[config.mk]
export PLATFORM = sky130hd
export DESIGN_NAME = hazard_scoreboard
export DESIGN_NICKNAME = d
export VERILOG_FILES = /design/src/rtl/hazard_scoreboard.sv
export SDC_FILE = /design/constraint.sdc
export NUM_CORES = 1
export LEC_CHECK = 0
export ABC_AREA = 1
export BUFFER_PORTS_ARGS = -buffer_cell sky130_fd_sc_hd__buf_2
export CAP_MARGIN = 20
export CORE_MARGIN = 2
export CORE_UTILIZATION = 44
export CTS_CLUSTER_DIAMETER = 200
export DETAILED_ROUTE_END_ITERATION = 10
export PLACE_DENSITY_LB_ADDON = 0.05
export SLEW_MARGIN = 30
export SYNTH_ARGS = -nofsm -noshare
export SYNTH_HDL_FRONTEND = slang
export SYNTH_SLANG_ARGS = --single-unit
[constraint.sdc]
create_clock -name clk_i -period 3.6 [get_ports clk_i]
set_input_delay 0.18 -clock clk_i [delete_from_list [all_inputs] [get_ports clk_i]]
set_output_delay 0.18 -clock clk_i [all_outputs]
set_load 0.01 [all_outputs]
[src/rtl/hazard_scoreboard.sv]
// Register-write hazard scoreboard: per-register pending-write counters between
// decode issue and write-back retirement, generating decode's stall request.
module hazard_scoreboard #(
  parameter int unsigned CNT_WIDTH = 2
) (
  input  logic        clk_i,
  input  logic        rst_i,
  input  logic        decode_valid_i,
  input  logic [4:0]  rs1_i,
  input  logic        rs1_used_i,
  input  logic [4:0]  rs2_i,
  input  logic        rs2_used_i,
  input  logic [4:0]  rd_i,
  input  logic        rd_write_i,
  input  logic        issue_i,
  input  logic        wb_write_i,
  input  logic [4:0]  wb_addr_i,
  input  logic        flush_i,
  output logic        stall_request_o,
  output logic        busy_o,
  output logic        error_o,
  output logic [31:0] stall_count_o
);

  localparam logic [CNT_WIDTH-1:0] CNT_MAX = '1;

  // x0 is never tracked, so only entries 1..31 exist
  logic [CNT_WIDTH-1:0] cnt_q [1:31];
  logic [CNT_WIDTH-1:0] cnt_d [1:31];
  logic                 error_q, error_d;
  logic [31:0]          stall_count_q, stall_count_d;

  logic hit1, hit2, hit_full, any_busy;
  logic inc, dec;
  logic ovf, unf;
  logic stall;

  // Hazard lookup against current counter state (no retire bypass)
  always_comb begin
    hit1     = 1'b0;
    hit2     = 1'b0;
    hit_full = 1'b0;
    any_busy = 1'b0;
    for (int unsigned i = 1; i < 32; i++) begin
      if (cnt_q[i] != '0) begin
        any_busy = 1'b1;
        if (rs1_i == 5'(i)) hit1 = 1'b1;
        if (rs2_i == 5'(i)) hit2 = 1'b1;
      end
      if (rd_i == 5'(i) && cnt_q[i] == CNT_MAX) hit_full = 1'b1;
    end
    stall = decode_valid_i & ~flush_i &
            ((rs1_used_i & hit1) | (rs2_used_i & hit2) | (rd_write_i & hit_full));
  end

  // Counter next state: flush wins; same-register inc and dec cancel
  always_comb begin
    inc = issue_i & rd_write_i & (rd_i != 5'd0);
    dec = wb_write_i & (wb_addr_i != 5'd0);
    ovf = 1'b0;
    unf = 1'b0;
    for (int unsigned i = 1; i < 32; i++) begin
      cnt_d[i] = cnt_q[i];
      if (flush_i) begin
        cnt_d[i] = '0;
      end else begin
        if (inc && rd_i == 5'(i) && !(dec && wb_addr_i == 5'(i))) begin
          if (cnt_q[i] == CNT_MAX) ovf = 1'b1;
          else                     cnt_d[i] = cnt_q[i] + 1'b1;
        end
        if (dec && wb_addr_i == 5'(i) && !(inc && rd_i == 5'(i))) begin
          if (cnt_q[i] == '0) unf = 1'b1;
          else                cnt_d[i] = cnt_q[i] - 1'b1;
        end
      end
    end
    error_d       = error_q | ovf | unf | (issue_i & stall);
    stall_count_d = stall_count_q;
    if (stall && stall_count_q != '1) stall_count_d = stall_count_q + 32'd1;
  end

  // State registers with asynchronous reset
  always_ff @(posedge clk_i or posedge rst_i) begin
    if (rst_i) begin
      for (int unsigned i = 1; i < 32; i++) cnt_q[i] <= '0;
      error_q       <= 1'b0;
      stall_count_q <= '0;
    end else begin
      for (int unsigned i = 1; i < 32; i++) cnt_q[i] <= cnt_d[i];
      error_q       <= error_d;
      stall_count_q <= stall_count_d;
    end
  end

  assign stall_request_o = stall;
  assign busy_o          = any_busy;
  assign error_o         = error_q;
  assign stall_count_o   = stall_count_q;

endmodule

==> results of run 1 <==
-- final cells by class --
class                      count  area, um^2  share of cell area
tap                          234         293              0.0315
clock buffer                   9         225              0.0243
inverter                     198         746              0.0803
multi-input combinational   1102        5110               0.551
timing repair buffer          78         450              0.0485
sequential                    95        2380               0.256
clock inverter                 7        80.1             0.00862
-- registers in the layout (all words and copies together) (netlist names) --
| signal | count |
|---|---|
| stall_count_o | 32 |
| cnt_q | 62 |
| error_o | 1 |
-- cell usage in the layout (no fill, tap or decap), types with 6 or more instances in the layout --
cell type	count
xor2_1	23
a211oi_1	24
nand3b_1	6
clkbuf_16	9
nor3_1	31
buf_2	63
nor4_1	11
nand4_1	73
inv_1	194
nor2_1	256
a21oi_1	46
a221oi_1	7
nand3_1	128
o211ai_1	6
xnor2_1	7
nand2_1	410
dfrtp_1	95
buf_4	13
o21ai_0	44
-- per-layer routing --
layer,part of all wire,global-route usage,vias to the layer above
met5,0,0,-
met4,0.028,0.0984,0
met3,0.062,0.0565,64
met2,0.45,0.474,299
met1,0.46,0.405,4356
li1,-,-,4761
-- stage by stage --
stage	cell area, um^2	utilization
floorplan	8410	-
global placement	8940	0.478
detailed placement	8940	0.478
CTS	9250	0.494
global route	9290	0.496
finish	9290	0.496
-- cell families after synthesis --
group	Yosys count
AO/OA/AOI/OAI	140
XOR/XNOR	30
AND/OR/NAND/NOR	931
adder cells (fa/ha/maj)	1
buffers and inverters	232
flip-flops	95
-- worst max path at each step --
stage,depth (start not counted),endpoint
final,16,stall_request_o
after global routing,16,stall_request_o
after CTS,16,stall_request_o
after detailed placement,15,stall_request_o
after global placement,15,stall_request_o
after floorplan,1,cnt_q[0]$_DFF_PP0_
-- worst max-delay path, delay by kind of cell, from the launching register on --
kind | cells | cell delay, ps
buffers and inverters | 5 | 630
AND/OR/NAND/NOR | 11 | 1410
flip-flops | 1 | 420
-- cell usage after synthesis, types with 3 or more instances --
cell type	number	area [um^2]
nand2_1	410	1540
nor2_1	257	965
inv_1	195	732
nand3_1	128	641
dfrtp_1	95	2380
nand4_1	73	457
a21oi_1	46	230
o21ai_0	44	220
nor3_1	31	155
a211oi_1	24	180
xor2_1	23	201
clkbuf_1	14	52.6
buf_2	13	65.1
nor4_1	11	68.8
a221oi_1	7	61.3
xnor2_1	7	61.3
nand3b_1	6	45.0
o211ai_1	6	45.0
buf_4	4	30.0
o21a_1	4	30.0
o221ai_1	4	35.0
nand2_2	3	18.8
nor2_2	3	18.8
-- power groups by stage --
stage	registers [mW]	logic (mW)	clock network, mW
after detailed placement	1.12	0.302	0
after global placement	1.12	0.301	0
after floorplan	1.12	0.189	0
final	1.10	0.311	1.02
after global routing	1.10	0.342	1.08
after CTS	1.10	0.303	1.04
-- timing repair --
action                                 in CTS  in global routing
endpoints found under the hold margin       0                 17
setup endpoints to repair                   0                  0
hold buffers                                0                  1
==> key figures, run 1 <==
Critical path
  – Setup crit start kind: register
  – Critical Path RT: 3420 ps
  – Type of the worst setup path: reg -> out
  – Reg2reg end: stall_count_o[13]$_DFFE_PP0P_
  – Reg-to-reg slack, setup: 1090 ps
  – R2r startpoint: stall_count_o[2]$_DFFE_PP0P_
  – Crit path largest cell delay: 570 ps
  – Critical Path Fanout Max: 34
  – Crit end category: output pin
  – Worst-path cell chain: nor2_1 > inv_1 > nand2_1 > nand2_1 > inv_1 > nand2_1 > nor2_1 > nand2_1 > nand2_1 > nand2_1 > nand2_1 > nand3_2 > buf_4 > nand2_1 > inv_1 > buf_2
  – Worst Reg2Reg Path Length in Cells: 10
  – Critical path arrival: 2810 ps
  – Critical Path Slowest Stage Cell: nor2_1
  – Cell mode on critical path: nand2_1
  – Worst Setup SP: cnt_q[59]$_DFF_PP0_

Pwr
  – P_leak: 4.86 nW
  – Switch Pwr: 723 uW
  – Int Power: 1.71 mW
  – Sequential power share: 0.453
  – Power Total: 2.43 mW
  – Clock share of power: 0.419
  – Pwr dens: 262 mW/mm^2
  – Comb pwr share: 0.128
  – Peak VDD IR: 0.213 mV
  – Sw Share: 0.297

Synthesis
  – Post-synth top flop: dfrtp_1
  – Fraction of the mapped netlist area in adder cells: 0.00149
  – Synth Area in Simple Gates: 0.476
  – Mux contribution to synthesized area: 0
  – Post-synth ARST share: 1.00
  – Synth cell types: 40
  – Synth Net Count: 1,459
  – Synth Area in XOR/XNOR: 0.0313
  – Synth Register Bits: 95
  – Largest family of logic cells by synthesized area: simple AND/OR/NAND/NOR gates
  – Sequential-to-total area share from yosys stat: 0.283
  – Mapped Area: 0.00841 mm^2
  – Mapped Cells: 1,429
  – Compound-gate portion of the synthesized area: 0.0997
  – Number of synthesized flops with an enable pin: 0
  – Syn_area_per_cell: 5.88 um^2
  – Ys Warns: 0

Floorplanning
  – Initial Util: 0.449
  – Die Ht: 142 um
  – DIE AREA: 0.0202 mm^2
  – Row Count: 50
  – Core footprint: 0.0187 mm^2
  – Top Ports: 64
  – Die width: 142 um

Global routing
  – First-pass GRT wire length: 46.7 mm
  – Total global-route track usage: 0.297
  – GRT Residual Overflow: 0
  – Largest net degree at the start of global routing: 67
  – Initial antenna violation count: 0
  – Vias in the first global route: 8,667

CTS
  – PostCTS Resize Cnt: 0
  – Root Driver: clkbuf_16
  – Clk sinks: 95
  – Post-CTS setup buffers: 0
  – Clk pin slew, worst setup/hold paths: 70 ps
  – CTS tree: yes
  – Worst skew pair latency: 360 ps
  – H-tree Lvls: 3
  – CTS buffer count: 9
  – Clock Path Buffers: 2

Routing
  – DR pass1 iterations: 6
  – Post-route ant nets: 0
  – Via density per instance: 5.50
  – Drt drc: 0
  – DR vias: 9,480
  – Initial drt markers: 852
  – Final WL: 29.4 mm
  – DR WL/cell: 17.1 um

Placed design
  – Gp weighted congestion: 1.01
  – PortBufs: 63
  – DP HPWL: 23.4 mm
  – Placed cells: 1,705
  – Pre-CTS WS: 881 ps

Min path
  – Hold Path End: error_o$_DFF_PP0_
  – Hold_sp: issue_i
  – Hold Path Class: in -> reg
  – Hold Path Cell Cnt: 3

Run
  – Max Cap Viol: 0

Timing
  – Final Hold Fails: 0
  – Min Tclk post-route: 2990 ps
  – FMAX: 0.334 GHz
  – Relative slew slack: 0.356
  – Setup-failing EPs final: 0
  – Setup WS post-layout: 608 ps
  – Actual slew at the worst max-slew pin: 965 ps
  – RSZ-0062 raised after global routing: false
  – Final hold slack: 155 ps
  – Setup tns final: 0 ps
  – Slew Limit Fails: 0
  – Max Clock Skew: 9.30 ps
  – Tcrit/Tclk final: 0.831

Final layout
  – Fillers: 2,054
  – Diode count: 0
  – Layout area overhead: 10.5%
  – Finished Layout Cells: 1,723
  – Layout cell share with drive strength beyond 1: 0.0739
  – Layout Nets: 1,514

Status
  – Status: finished, final reports clean
Note: power is estimated with default switching activity, not from simulation.
==> run 2, diff against run 1 <==
==> constraint.sdc (replaced) <==
create_clock -name clk_i -period 2.7 [get_ports clk_i]
set_input_delay 0.135 -clock clk_i [delete_from_list [all_inputs] [get_ports clk_i]]
set_output_delay 0.135 -clock clk_i [all_outputs]
set_load 0.01 [all_outputs]
==> key figures, run 2 (same netlist as run 1, synthesis figures left out) <==
Status
  – Status: finished, final reports clean

CTS
  – Worst skew pair latency: 370 ps
  – Clk pin slew, worst setup/hold paths: 80 ps
  – Post-CTS setup buffers: 0
  – Clk sinks: 95
  – CTS tree: yes
  – Root Driver: clkbuf_16
  – Clock Path Buffers: 2
  – H-tree Lvls: 3
  – CTS buffer count: 9

Final layout
  – Commonest non-fill, non-tap cell in the layout: nand2_1
  – Finished Layout Cells: 1,750
  – Layout area overhead: 13.0%
  – Max FFs per register: 62
  – Diode count: 0
  – Biggest register: cnt_q
  – Most frequent cells in the layout: 408 x nand2_1, 253 x nor2_1, 194 x inv_1
  – Fillers: 2,029
  – Layout cell share with drive strength beyond 1: 0.0937
  – Layout Nets: 1,541

Critical path
  – R2r startpoint: stall_count_o[2]$_DFFE_PP0P_
  – Critical Path RT: 2570 ps
  – Reg2reg end: stall_count_o[6]$_DFFE_PP0P_
  – Cell mode on critical path: nand2_1
  – Critical Path Slowest Stage Cell: dfrtp_1
  – Critical path arrival: 2440 ps
  – Crit end category: output pin
  – Worst-path cell chain: nor2_1 > nor2_1 > nand2_1 > nand3_1 > nor2_1 > nand2_1 > nor2_1 > nand2_1 > nand2_1 > nand3_2 > buf_4 > nand2_1 > inv_1 > buf_2
  – Worst Reg2Reg Path Length in Cells: 10
  – Critical Path Fanout Max: 16
  – Setup crit start kind: register
  – Reg-to-reg slack, setup: 480 ps
  – Type of the worst setup path: reg -> out
  – Crit path largest cell delay: 430 ps

Floorplanning
  – Top Ports: 64
  – Die Ht: 142 um
  – Initial Util: 0.449
  – Core footprint: 0.0187 mm^2
  – Die width: 142 um
  – DIE AREA: 0.0202 mm^2
  – Row Count: 50

Timing
  – Setup tns final: 0 ps
  – Min Tclk post-route: 2580 ps
  – FMAX: 0.388 GHz
  – Relative slew slack: 0.330
  – RSZ-0062 raised after global routing: false
  – Setup-failing EPs final: 0
  – Slew Limit Fails: 0
  – Tcrit/Tclk final: 0.954
  – Actual slew at the worst max-slew pin: 1000 ps
  – Final Hold Fails: 0
  – Max Clock Skew: 12.5 ps

Routing
  – Post-route ant nets: 0
  – DR vias: 9,681
  – Via density per instance: 5.53
  – Final WL: 31.6 mm
  – DR WL/cell: 18.1 um
  – Initial drt markers: 774
  – Drt drc: 0
  – DR pass1 iterations: 6

Placed design
  – DP HPWL: 25.2 mm
  – Gp weighted congestion: 1.08
  – PortBufs: 63
  – Placed cells: 1,733

Global routing
  – Vias in the first global route: 8,948
  – Initial antenna violation count: 0
  – GRT Residual Overflow: 0
  – Largest net degree at the start of global routing: 71
  – Total global-route track usage: 0.320
  – First-pass GRT wire length: 49.8 mm

Min path
  – Hold_sp: issue_i
  – Hold Path Cell Cnt: 3
  – Hold Path End: error_o$_DFF_PP0_
  – Hold Path Class: in -> reg

Pwr
  – Pwr dens: 348 mW/mm^2
  – Peak VDD IR: 0.313 mV
  – P_leak: 4.99 nW

Run
  – Max Cap Viol: 0
[run 2: cell count changes in the layout (fill, tap and decap cells not counted), moves of 2 or more]
cell and delta:
buf_4 +27, inv_8 -2, nand2_1 -2, nand2_2 +2, nor2_1 -3, nor2_2 +3
[run 2: worst max path at each step]
stage	startpoint	end	slack (ps)	cells past startpoint
floorplan	rst_i	cnt_q[0]$_DFF_PP0_	90	1
global placement	wb_addr_i[0]	error_o$_DFF_PP0_	400	16
detailed placement	wb_addr_i[0]	error_o$_DFF_PP0_	400	16
CTS	cnt_q[26]$_DFF_PP0_	stall_request_o	130	13
global route	cnt_q[28]$_DFF_PP0_	stall_request_o	4	14
finish	cnt_q[6]$_DFF_PP0_	stall_request_o	120	14
[run 2: worst max-delay path, delay by kind of cell, from the launching register on]
family / cells / cell delay (ps)
and+or+nand+nor: 11 / 1240
DFF: 1 / 430
buffers and inverters: 3 / 390
[run 2: per-stage QoR]
step / utilization / hold slack, ps / setup WS, ps / total power [mW] / area (um^2)
detailed placement: 0.490 / 143 / 399 / 1.93 / 9170
global route: 0.508 / 96.2 / 4.10 / 3.41 / 9500
global placement: 0.490 / 137 / 403 / 1.93 / 9170
floorplan: - / 296 / 88.0 / 1.75 / 8410
CTS: 0.507 / 75.0 / 129 / 3.30 / 9480
finish: 0.508 / 90.4 / 123 / 3.30 / 9500
[run 2: layout make-up]
| class | instances | area [um^2] | area share |
|---|---|---|---|
| Inverter | 198 | 746 | 0.0785 |
| Clock inverter | 6 | 68.8 | 0.00725 |
| Timing Repair Buffer | 105 | 646 | 0.0680 |
| Multi-Input combinational cell | 1102 | 5130 | 0.540 |
| Sequential cell | 95 | 2380 | 0.250 |
| Tap cell | 234 | 293 | 0.0308 |
| Clock buffer | 10 | 239 | 0.0252 |
[run 2: where the power goes]
| part | total [mW] | switching, mW | internal [mW] |
|---|---|---|---|
| logic | 0.443 | 0.324 | 0.119 |
| registers | 1.47 | 0.0287 | 1.44 |
| clock network | 1.39 | 0.640 | 0.750 |
| total | 3.30 | 0.992 | 2.31 |
[run 2: metal layers]
| metal | up-vias | global-route usage | share of wire |
|---|---|---|---|
| li1 | 4805 | - | - |
| met2 | 405 | 0.505 | 0.44 |
| met5 | - | 0 | 0 |
| met3 | 76 | 0.0508 | 0.073 |
| met4 | 0 | 0.120 | 0.032 |
| met1 | 4395 | 0.442 | 0.45 |
[run 2: repair_timing]
action | CTS | global route
setup endpoints to repair | 0 | 1
hold buffers | 1 | 0
endpoints found under the hold margin | 25 | 0
gates resized for setup | 0 | 5
==> run 3, diff against run 2 <==
--- a/config.mk
+++ b/config.mk
@@ -8,7 +8,6 @@
 export ABC_AREA = 1
 export BUFFER_PORTS_ARGS = -buffer_cell sky130_fd_sc_hd__buf_2
 export CAP_MARGIN = 20
-export CORE_MARGIN = 2
 export CORE_UTILIZATION = 44
 export CTS_CLUSTER_DIAMETER = 200
 export DETAILED_ROUTE_END_ITERATION = 10
==> key figures, run 3 (same netlist as run 1, synthesis figures left out) <==
Timing
  – Setup-failing EPs final: 0
  – Max Clock Skew: 8.43 ps
  – Min Tclk post-route: 2510 ps
  – Actual slew at the worst max-slew pin: 809 ps
  – Relative slew slack: 0.460
  – Slew Limit Fails: 0
  – FMAX: 0.398 GHz
  – RSZ-0062 raised after global routing: false
  – Tcrit/Tclk final: 0.930
  – Setup WS post-layout: 189 ps
  – Setup tns final: 0 ps
  – Final Hold Fails: 0

Critical path
  – Cell mode on critical path: nand2_1
  – Critical Path Fanout Max: 19
  – CP top delay family: simple AND/OR/NAND/NOR gates
  – Type of the worst setup path: reg -> out
  – Crit path largest cell delay: 400 ps
  – R2r startpoint: stall_count_o[2]$_DFFE_PP0P_
  – Setup crit start kind: register
  – Critical path arrival: 2380 ps
  – CP Buf/Inv Count: 4
  – Worst-path cell chain: nor2_2 > inv_1 > nand3_1 > nand2_1 > nor2_1 > nand2_1 > nor2_1 > nand2_1 > nand2_1 > nand3_2 > buf_4 > nand2_1 > inv_1 > buf_2
  – Critical Path Slowest Stage Cell: dfrtp_1
  – Crit end category: output pin
  – Worst Setup SP: cnt_q[10]$_DFF_PP0_
  – Critical Path RT: 2570 ps

Floorplanning
  – Top Ports: 64
  – Die width: 140 um
  – DIE AREA: 0.0197 mm^2
  – Row Count: 50
  – Core footprint: 0.0187 mm^2
  – Initial Util: 0.449
  – Die Ht: 140 um

Pwr
  – Pwr dens: 338 mW/mm^2
  – Sequential power share: 0.460
  – Comb pwr share: 0.136
  – Power Total: 3.20 mW
  – Switch Pwr: 925 uW
  – Sw Share: 0.290
  – Peak VDD IR: 0.297 mV
  – P_leak: 4.96 nW
  – Clock share of power: 0.404
  – Int Power: 2.27 mW

Final layout
  – Biggest register: cnt_q
  – Layout Nets: 1,534
  – Layout cell share with drive strength beyond 1: 0.0942
  – Post-Layout Inst Area: 0.00945 mm^2
  – Max FFs per register: 62
  – Layout Utilization: 0.505
  – Diode count: 0
  – Layout area overhead: 12.4%
  – Commonest non-fill, non-tap cell in the layout: nand2_1
  – Most frequent cells in the layout: 407 x nand2_1, 246 x nor2_1, 194 x inv_1

Run
  – Max Cap Viol: 0

Placed design
  – DP HPWL: 25.0 mm
  – Dpl cell area: 0.00911 mm^2
  – Pre-CTS WS: 391 ps
  – Gp weighted congestion: 0.990
  – PortBufs: 63

CTS
  – CTS buffer count: 9
  – Post-CTS setup buffers: 0
  – Clk pin slew, worst setup/hold paths: 70 ps
  – H-tree Lvls: 3
  – Root Driver: clkbuf_16
  – Clk sinks: 95
  – CTS tree: yes
  – Worst skew pair latency: 360 ps
  – Clock Path Buffers: 2

Routing
  – DR vias: 9,781
  – Drt drc: 0
  – Final WL: 31.3 mm
  – Met3 WL: 2.50 mm
  – DRT met1 WL: 13.9 mm
  – Top routing layer used: met4
  – Via density per instance: 5.61
  – DR WL/cell: 18.0 um
  – DR pass1 iterations: 5
  – Post-route ant nets: 0
  – Initial drt markers: 935
  – Met2 wire len: 13.8 mm

Global routing
  – Largest net degree at the start of global routing: 53
  – Initial antenna violation count: 0
  – First-pass GRT wire length: 49.0 mm
  – Vias in the first global route: 8,842
  – GRT Residual Overflow: 0
  – Total global-route track usage: 0.326

Min path
  – Hold_sp: issue_i
  – Hold Path Class: in -> reg

Status
  – Status: finished, final reports clean
## run 3: cell types whose count changed in the layout (fill, tap and decap cells not counted), sizes merged
cell	change
buf	-7
clkbuf	-1
## run 3: timing repair
action,in CTS,in global routing
gates resized for setup,0,15
endpoints found under the hold margin,50,0
hold buffers,1,0
setup endpoints to repair,0,1
## run 3: layout make-up
type	count	area, um^2
Fill cell	1984	9250
Multi-Input combinational cell	1102	5160
Sequential cell	95	2380
Inverter	198	746
Timing Repair Buffer	98	593
Tap cell	234	293
Clock buffer	9	225
Clock inverter	6	61.3
## run 3: path summary, 6_finish.rpt
kind,endpoint,slack [ps],depth (start not counted)
worst max-delay path,stall_request_o,190,14
worst min-delay path,error_o$_DFF_PP0_,100,3
worst max register to register,stall_count_o[28]$_DFFE_PP0P_,530,10
max in group asynchronous,cnt_q[6]$_DFF_PP0_,1610,4
min in group asynchronous,cnt_q[15]$_DFF_PP0_,440,3
worst min register to register,cnt_q[8]$_DFF_PP0_,510,1
## run 3: power groups by stage
| stage | Sequential (mW) | Clock [mW] | Combinational, mW |
|---|---|---|---|
| after global placement | 1.50 | 0 | 0.427 |
| after floorplan | 1.50 | 0 | 0.252 |
| after CTS | 1.47 | 1.33 | 0.428 |
| after global routing | 1.47 | 1.37 | 0.477 |
| after detailed placement | 1.50 | 0 | 0.426 |
| final | 1.47 | 1.29 | 0.434 |
## run 3: metal layers
layer  vias to the layer above  track usage
met1                      4487        0.442
met4                         0        0.142
li1                       4796            -
met5                         -            0
met2                       426        0.510
met3                        72       0.0554
## run 3: per-stage QoR
stage | hold WS, ps | std cells
after global placement | 289 | 1726
after floorplan | 296 | 1429
after global routing | 116 | 1742
after detailed placement | 298 | 1726
final | 100 | 1742
after CTS | 84.4 | 1742
## run 3: worst min-delay path: stages
cell and delay, ps:
buf_2 120, nand3_1 80, nand3_1 80
